$ cat config.mk
export PLATFORM = sky130hd
export DESIGN_NAME = pipelined_adder
export DESIGN_NICKNAME = d
export VERILOG_FILES = /design/src/rtl/pipelined_adder_pkg.sv /design/src/rtl/adder_segment.sv /design/src/rtl/fa.sv /design/src/rtl/pipelined_adder.sv
export SDC_FILE = /design/constraint.sdc
export NUM_CORES = 1
export LEC_CHECK = 0
export CORE_MARGIN = 1
export CORE_UTILIZATION = 60
export CTS_BUF_LIST = sky130_fd_sc_hd__clkbuf_2
export CTS_CLUSTER_SIZE = 14
export DETAILED_ROUTE_END_ITERATION = 8
export PLACE_DENSITY = 0.89
export SLEW_MARGIN = 20
export SYNTH_ARGS = -nofsm -noshare
export SYNTH_HDL_FRONTEND = slang
export SYNTH_SLANG_ARGS = --single-unit
export TNS_END_PERCENT = 5
$ cat constraint.sdc
create_clock -name clk -period 12.4 [get_ports clk]
set_input_delay 3.72 -clock clk [delete_from_list [all_inputs] [get_ports clk]]
set_output_delay 3.72 -clock clk [all_outputs]
set_load 0.01 [all_outputs]
$ cat src/rtl/pipelined_adder_pkg.sv
// Shared parameter helpers for the pipelined add/subtract unit.
package pipelined_adder_pkg;

    // Width of one carry segment (one pipeline stage) of the adder.
    function automatic int unsigned seg_width(input int unsigned width, input int unsigned stages);
        return (stages == 0) ? width : (width / stages);
    endfunction

    // Legal geometry: at least one stage, no more stages than bits, equal segments.
    function automatic bit params_ok(input int unsigned width, input int unsigned stages);
        return (stages >= 1) && (stages <= width) && ((width % stages) == 0);
    endfunction

endpackage

$ cat src/rtl/adder_segment.sv
// Combinational ripple-carry segment of SEG_W full-adder cells.
module adder_segment #(
    parameter int unsigned SEG_W = 8
) (
    input  logic [SEG_W-1:0] a,
    input  logic [SEG_W-1:0] b,
    input  logic             ci,
    output logic [SEG_W-1:0] s,
    output logic             co,
    output logic             c_msb_in
);

    logic [SEG_W:0] w_c;

    assign w_c[0] = ci;

    // Carry ripples from bit 0 upwards through the fa chain.
    for (genvar i = 0; i < SEG_W; i++) begin : g_bit
        fa u_fa (
            .i_a (a[i]),
            .i_b (b[i]),
            .i_c (w_c[i]),
            .o_s (s[i]),
            .o_c (w_c[i+1])
        );
    end

    assign co       = w_c[SEG_W];
    assign c_msb_in = w_c[SEG_W-1];

endmodule

$ cat src/rtl/fa.sv
// Single-bit full adder cell.
module fa (
    input  logic i_a,
    input  logic i_b,
    input  logic i_c,
    output logic o_s,
    output logic o_c
);

    assign o_s = i_a ^ i_b ^ i_c;
    assign o_c = (i_a & i_b) | (i_c & (i_a ^ i_b));

endmodule

$ cat src/rtl/pipelined_adder.sv
// Pipelined add/subtract unit: STAGES ripple segments, one register stage each,
// with valid/ready flow control, carry-in/out and signed-overflow flag.
module pipelined_adder
    import pipelined_adder_pkg::*;
#(
    parameter int unsigned WIDTH  = 32,
    parameter int unsigned STAGES = 4
) (
    input  logic             clk,
    input  logic             rst,
    input  logic             in_valid,
    output logic             in_ready,
    input  logic [WIDTH-1:0] a,
    input  logic [WIDTH-1:0] b,
    input  logic             cin,
    input  logic             sub,
    output logic             out_valid,
    input  logic             out_ready,
    output logic [WIDTH-1:0] sum,
    output logic             cout,
    output logic             ovf
);

    localparam int unsigned SEG_W = seg_width(WIDTH, STAGES);
    localparam int unsigned LAST  = STAGES - 1;

    if (!params_ok(WIDTH, STAGES)) begin : g_param_check
        $error("pipelined_adder: need STAGES >= 1 and WIDTH a multiple of STAGES");
    end

    // Stage registers: stage k holds the low (k+1)*SEG_W result bits, its carry-out
    // and the operands whose upper segments are still to be added.
    logic [STAGES-1:0] r_vld;
    logic [STAGES-1:0] r_c;
    logic [WIDTH-1:0]  r_sum [STAGES];
    logic [WIDTH-1:0]  r_a   [STAGES];
    logic [WIDTH-1:0]  r_b   [STAGES];
    logic              r_ovf;

    // Per-stage inputs (from the ports for stage 0, else from the previous register).
    logic [STAGES-1:0] w_in_vld;
    logic [STAGES-1:0] w_in_c;
    logic [WIDTH-1:0]  w_in_a    [STAGES];
    logic [WIDTH-1:0]  w_in_b    [STAGES];
    logic [WIDTH-1:0]  w_in_sum  [STAGES];
    logic [WIDTH-1:0]  w_nxt_sum [STAGES];
    logic [SEG_W-1:0]  w_seg_s   [STAGES];
    logic [STAGES-1:0] w_seg_co;
    logic              w_seg_cmsb [STAGES];
    logic [STAGES-1:0] w_adv;

    for (genvar k = 0; k < STAGES; k++) begin : g_stage
        if (k == 0) begin : g_first
            // Subtract is a + ~b + 1; this is the only place sub takes effect.
            assign w_in_vld[k] = in_valid;
            assign w_in_a[k]   = a;
            assign w_in_b[k]   = sub ? ~b : b;
            assign w_in_c[k]   = sub | cin;
            assign w_in_sum[k] = '0;
        end else begin : g_next
            assign w_in_vld[k] = r_vld[k-1];
            assign w_in_a[k]   = r_a[k-1];
            assign w_in_b[k]   = r_b[k-1];
            assign w_in_c[k]   = r_c[k-1];
            assign w_in_sum[k] = r_sum[k-1];
        end

        // A stage moves when any stage at or after it is empty, or the consumer takes a result;
        // written flat rather than as a chain so there is no combinational self-reference.
        assign w_adv[k] = out_ready | ~(&r_vld[LAST:k]);

        adder_segment #(
            .SEG_W (SEG_W)
        ) u_seg (
            .a        (w_in_a[k][k*SEG_W +: SEG_W]),
            .b        (w_in_b[k][k*SEG_W +: SEG_W]),
            .ci       (w_in_c[k]),
            .s        (w_seg_s[k]),
            .co       (w_seg_co[k]),
            .c_msb_in (w_seg_cmsb[k])
        );

        // Bits above the finished segments are always zero, so OR-in the new segment.
        assign w_nxt_sum[k] = w_in_sum[k] | (WIDTH'(w_seg_s[k]) << (k * SEG_W));
    end

    // Stage registers: advance on w_adv, load payload only when a real op arrives.
    always_ff @(posedge clk or posedge rst) begin
        if (rst) begin
            r_vld <= '0;
            r_c   <= '0;
            r_ovf <= 1'b0;
            for (int i = 0; i < STAGES; i++) begin
                r_sum[i] <= '0;
                r_a[i]   <= '0;
                r_b[i]   <= '0;
            end
        end else begin
            for (int i = 0; i < STAGES; i++) begin
                if (w_adv[i]) begin
                    r_vld[i] <= w_in_vld[i];
                    if (w_in_vld[i]) begin
                        r_sum[i] <= w_nxt_sum[i];
                        r_a[i]   <= w_in_a[i];
                        r_b[i]   <= w_in_b[i];
                        r_c[i]   <= w_seg_co[i];
                    end
                end
            end
            if (w_adv[LAST] && w_in_vld[LAST]) begin
                r_ovf <= w_seg_co[LAST] ^ w_seg_cmsb[LAST];
            end
        end
    end

    assign in_ready  = w_adv[0];
    assign out_valid = r_vld[LAST];
    assign sum       = r_sum[LAST];
    assign cout      = r_c[LAST];
    assign ovf       = r_ovf;

endmodule

==> metrics.sh <==
POST-LAYOUT-TOTAL-POWER_mW=1.932
SYNTHDISTINCTLIBCELLS=23
CPMOSTUSEDCELL='sky130_fd_sc_hd__clkdlybuf4s50_1'
DPL.HPWL_MICRONS=9978
CORE.ROWCOUNT=42
ROUTED-VIA-COUNT=4383
GRT_SETUP_UNREPAIRED='no'
SETUP-TNS-FINAL_PS=0
MAX-CLOCK-PATH-BUFFERS=2
GRT-OVFL-TOTAL=0
SETUP_WS_FINAL_PS=3472
CRITICAL_PATH.MAX_FANOUT=12
INSTANCES_NO_FILL=818
TIMING_MAX_TRANSITION_VIOLATIONS_FINAL=0
CRIT_PATH_TOP_DELAY_CELL='sky130_fd_sc_hd__clkdlybuf4s50_1'
YOSYSTOPAREACELL='sky130_fd_sc_hd__dfrtp_1'
CRITICAL-PATH-MAX-STAGE-DELAY_PS=480
POSTLAYOUTCOREUTIL=0.7100
DRT-VIAS-PER-INSTANCE=5.358
POWER_PER_CELL_AREA_nW_PER_UM2=203.9
CTS_ROOT_BUF='sky130_fd_sc_hd__clkbuf_2'
START_KIND='input pin'
ROUTE.DETAILED.WL_PER_INST_MICRONS=18.01
DIE_X_MICRONS=119.5
OUTCOME='finished clean'
SETUP.WORST_PATH.END_CLASS='output port'
NUMBER_OF_CTS_INSERTED_BUFFERS=17
DP_SLACK_PS=3469
POST_SYN_NETS=659
FINISH.INSTANCE_AREA_SQ_UM=9477
ANTENNA_FOUND_INITIAL=1
SYNTHESIS.AREA_SQ_UM=8283
TIMING.CRITICAL_PATH.BUF_INV=2
CTS_HOLD_REPAIR.BUFFERS=0
STARTING_DENSITY_OF_THE_CORE=0.6205
LARGEST_NET_DEGREE_AT_THE_START_OF_GLOBAL_ROUTING=102
TIMING.FINAL.CRIT_PERIOD_PS=8928
TIMING.CRITICAL_PATH.CELLS='clkdlybuf4s50_1, and4b_4, nand2_1, clkdlybuf4s50_1'
HOLD_PATH.CLASS='flop to flop'
INITIALDRTVIOLATIONCOUNT=205
LEAKAGE_nW=4.173
SYN_TO_FINAL_GROWTH_PCT=14.41
FMAX_MHz=112.0
DETAIL_ROUTE.WIRELENGTH_MICRONS=14730
HOLD_WS_PS=505.4
CRIT_ARRIVAL_PS=5210
DRTANTENNAVIOLNETS=0
VIAS_IN_THE_FIRST_GLOBAL_ROUTE=4823
SYN-MEAN-INSTANCE-AREA_SQ_UM=14.87
CLK-INSERTION-DELAY-LATE_PS=730
POSTPLACECELLAREA_SQ_UM=9203
SYNTH_SEQUENTIAL_AREA_RATIO=0.5589
WORST_CASE_VDD_IR_DROP_V=0.00009359
YS_TOP_CELLS_BY_AREA='sky130_fd_sc_hd__dfrtp_1 56%, sky130_fd_sc_hd__mux2_2 18%, sky130_fd_sc_hd__fa_1 7.7%'
NUMBER_OF_DRC_VIOLATIONS_AFTER_DETAILED_ROUTING=0
CTS_TREE='built'
IO_PINS=106
DIE_H_MICRONS=119.5
GRT_PASS1_WL_MICRONS=24450
SYNTHDOMINANTCELLAREASHARE=0.5589
PERIOD_SHARE=0.7200
GP_CONGESTION=0.7673
CTS_SETUP_BUFFERS=0
DR.PASS1.ITERS=4
FULL_DIE_AREA_SQ_UM=14280
NUMBER_OF_SYNTHESIZED_REGISTER_BITS=185
FIN_SKEW_PS=30.01
HOLD_VIOL=0
FINAL_NETS=730
FINAL-SETUP-VIOL-COUNT=0
CRITPATHREQUIREDTIME_PS=8680
SYNTH-WARNING-COUNT=0
LAYOUT-DRIVE-GT1-SHARE=0.3089
CPLARGESTDELAYFAMILY='buffers and inverters'
GRT.TOTAL_USAGE=0.2273
CORE_AREA_SQ_UM=13350
SETUP.WORST_PATH.CLASS='input pin to output port'
PLACED_INSTS=785
TIGHTESTPINTRANSITION_PS=1115
PORT_BUFFERS=105
CLK_TRANSITION_REPORTED_PATHS_PS=240
CLOCK_SINK_COUNT=185
POSTCTSRESIZEDCELLS=0
HTREE_LEVELS=4
MAXSLEWHEADROOM=0.2545
CAP_VIOL_MAX_COUNT=0
SYNTH_CELLS=557
## layout by cell type, fill, tap and decap left out, types with 2 or more instances in the layout
cell and instances:
sky130_fd_sc_hd__xor2_1 23, sky130_fd_sc_hd__xnor2_1 10, sky130_fd_sc_hd__fa_1 32, sky130_fd_sc_hd__mux2_2 135, sky130_fd_sc_hd__a21oi_1 8, sky130_fd_sc_hd__clkbuf_2 24
sky130_fd_sc_hd__nand2_2 3, sky130_fd_sc_hd__a31oi_1 2, sky130_fd_sc_hd__buf_4 3, sky130_fd_sc_hd__mux2_4 21, sky130_fd_sc_hd__dfrtp_1 185, sky130_fd_sc_hd__nand2b_1 4
sky130_fd_sc_hd__nand2_1 2, sky130_fd_sc_hd__bufinv_16 4, sky130_fd_sc_hd__o21ai_0 20, sky130_fd_sc_hd__mux2i_1 10, sky130_fd_sc_hd__inv_1 38, sky130_fd_sc_hd__clkdlybuf4s50_1 104
## final cells by class
type / count / area (sq um)
diodes: 1 / 2.502
clock buffers: 24 / 120.1
clock inverters: 8 / 145.1
fillers: 950 / 3871
inverters: 39 / 151.4
multi-input cells: 276 / 3128
flip-flops and latches: 185 / 4629
well taps: 176 / 220.2
repair buffers: 109 / 1080
## per-layer routing
metal,up-vias,part of all wire,global-route usage
met5,-,0,0
met1,2303,0.44,0.2995
met4,0,0.015,0.07656
met2,93,0.51,0.3768
li1,1966,-,-
met3,21,0.032,0.04943
## logic make-up (layout without fill, tap and decap cells)
logic type | count (synthesis) | after routing | synth area share
DFF | 185 | 185 | 0.5589
muxes | 166 | 166 | 0.2337
buffers and inverters | 96 | 180 | 0.06526
xor gates and xnor gates | 33 | 33 | 0.03489
adders and majority gates | 32 | 32 | 0.07734
AOI/OAI and AO/OA | 31 | 31 | 0.01979
and+or+nand+nor | 14 | 14 | 0.01012
other | 0 | 1 | 0
## synthesized netlist by cell type
| cell | n |
|---|---|
| sky130_fd_sc_hd__dfrtp_1 | 185 |
| sky130_fd_sc_hd__nor2_1 | 1 |
| sky130_fd_sc_hd__nand3b_1 | 1 |
| sky130_fd_sc_hd__clkbuf_1 | 4 |
| sky130_fd_sc_hd__a21oi_1 | 8 |
| sky130_fd_sc_hd__mux2_2 | 135 |
| sky130_fd_sc_hd__buf_4 | 33 |
| sky130_fd_sc_hd__fa_1 | 32 |
| sky130_fd_sc_hd__and2_1 | 1 |
| sky130_fd_sc_hd__buf_6 | 5 |
| sky130_fd_sc_hd__nand2_1 | 5 |
| sky130_fd_sc_hd__inv_1 | 39 |
| sky130_fd_sc_hd__xnor2_1 | 10 |
| sky130_fd_sc_hd__a21boi_2 | 1 |
| sky130_fd_sc_hd__buf_2 | 15 |
| sky130_fd_sc_hd__o21ai_0 | 20 |
| sky130_fd_sc_hd__mux2_4 | 21 |
| sky130_fd_sc_hd__nand2b_1 | 4 |
| sky130_fd_sc_hd__and4b_4 | 1 |
| sky130_fd_sc_hd__mux2i_1 | 10 |
| sky130_fd_sc_hd__nand4b_1 | 1 |
| sky130_fd_sc_hd__xor2_1 | 23 |
| sky130_fd_sc_hd__a31oi_1 | 2 |
## power by group
group	leakage, nW	internal (mW)	switching, mW	total, mW
sequential	2.17	0.821	0.128	0.949
clock	0.166	0.138	0.189	0.326
combinational	1.84	0.389	0.267	0.656
total	4.17	1.35	0.584	1.93
## sequential cells by signal, indices dropped and copies added, names as in the netlist
| register | count |
|---|---|
| r_vld | 4 |
| ovf | 1 |
| sum | 32 |
| r_c | 4 |
| r_a | 48 |
| r_b | 48 |
| r_sum | 48 |
## path summary, 6_finish.rpt
kind | from | end | slack [ps] | cells past startpoint
worst min register to register | r_b[92] | r_b[60] | 510 | 1
worst max-delay path | out_ready | in_ready | 3470 | 4
worst max register to register | r_a[104] | r_sum[79] | 8090 | 12
max in group asynchronous | rst | r_b[107] | 7630 | 3
min in group asynchronous | rst | r_a[119] | 3500 | 2
worst min-delay path | r_b[92] | r_b[60] | 510 | 1
No activity file was read; power rests on OpenSTA's default activity.
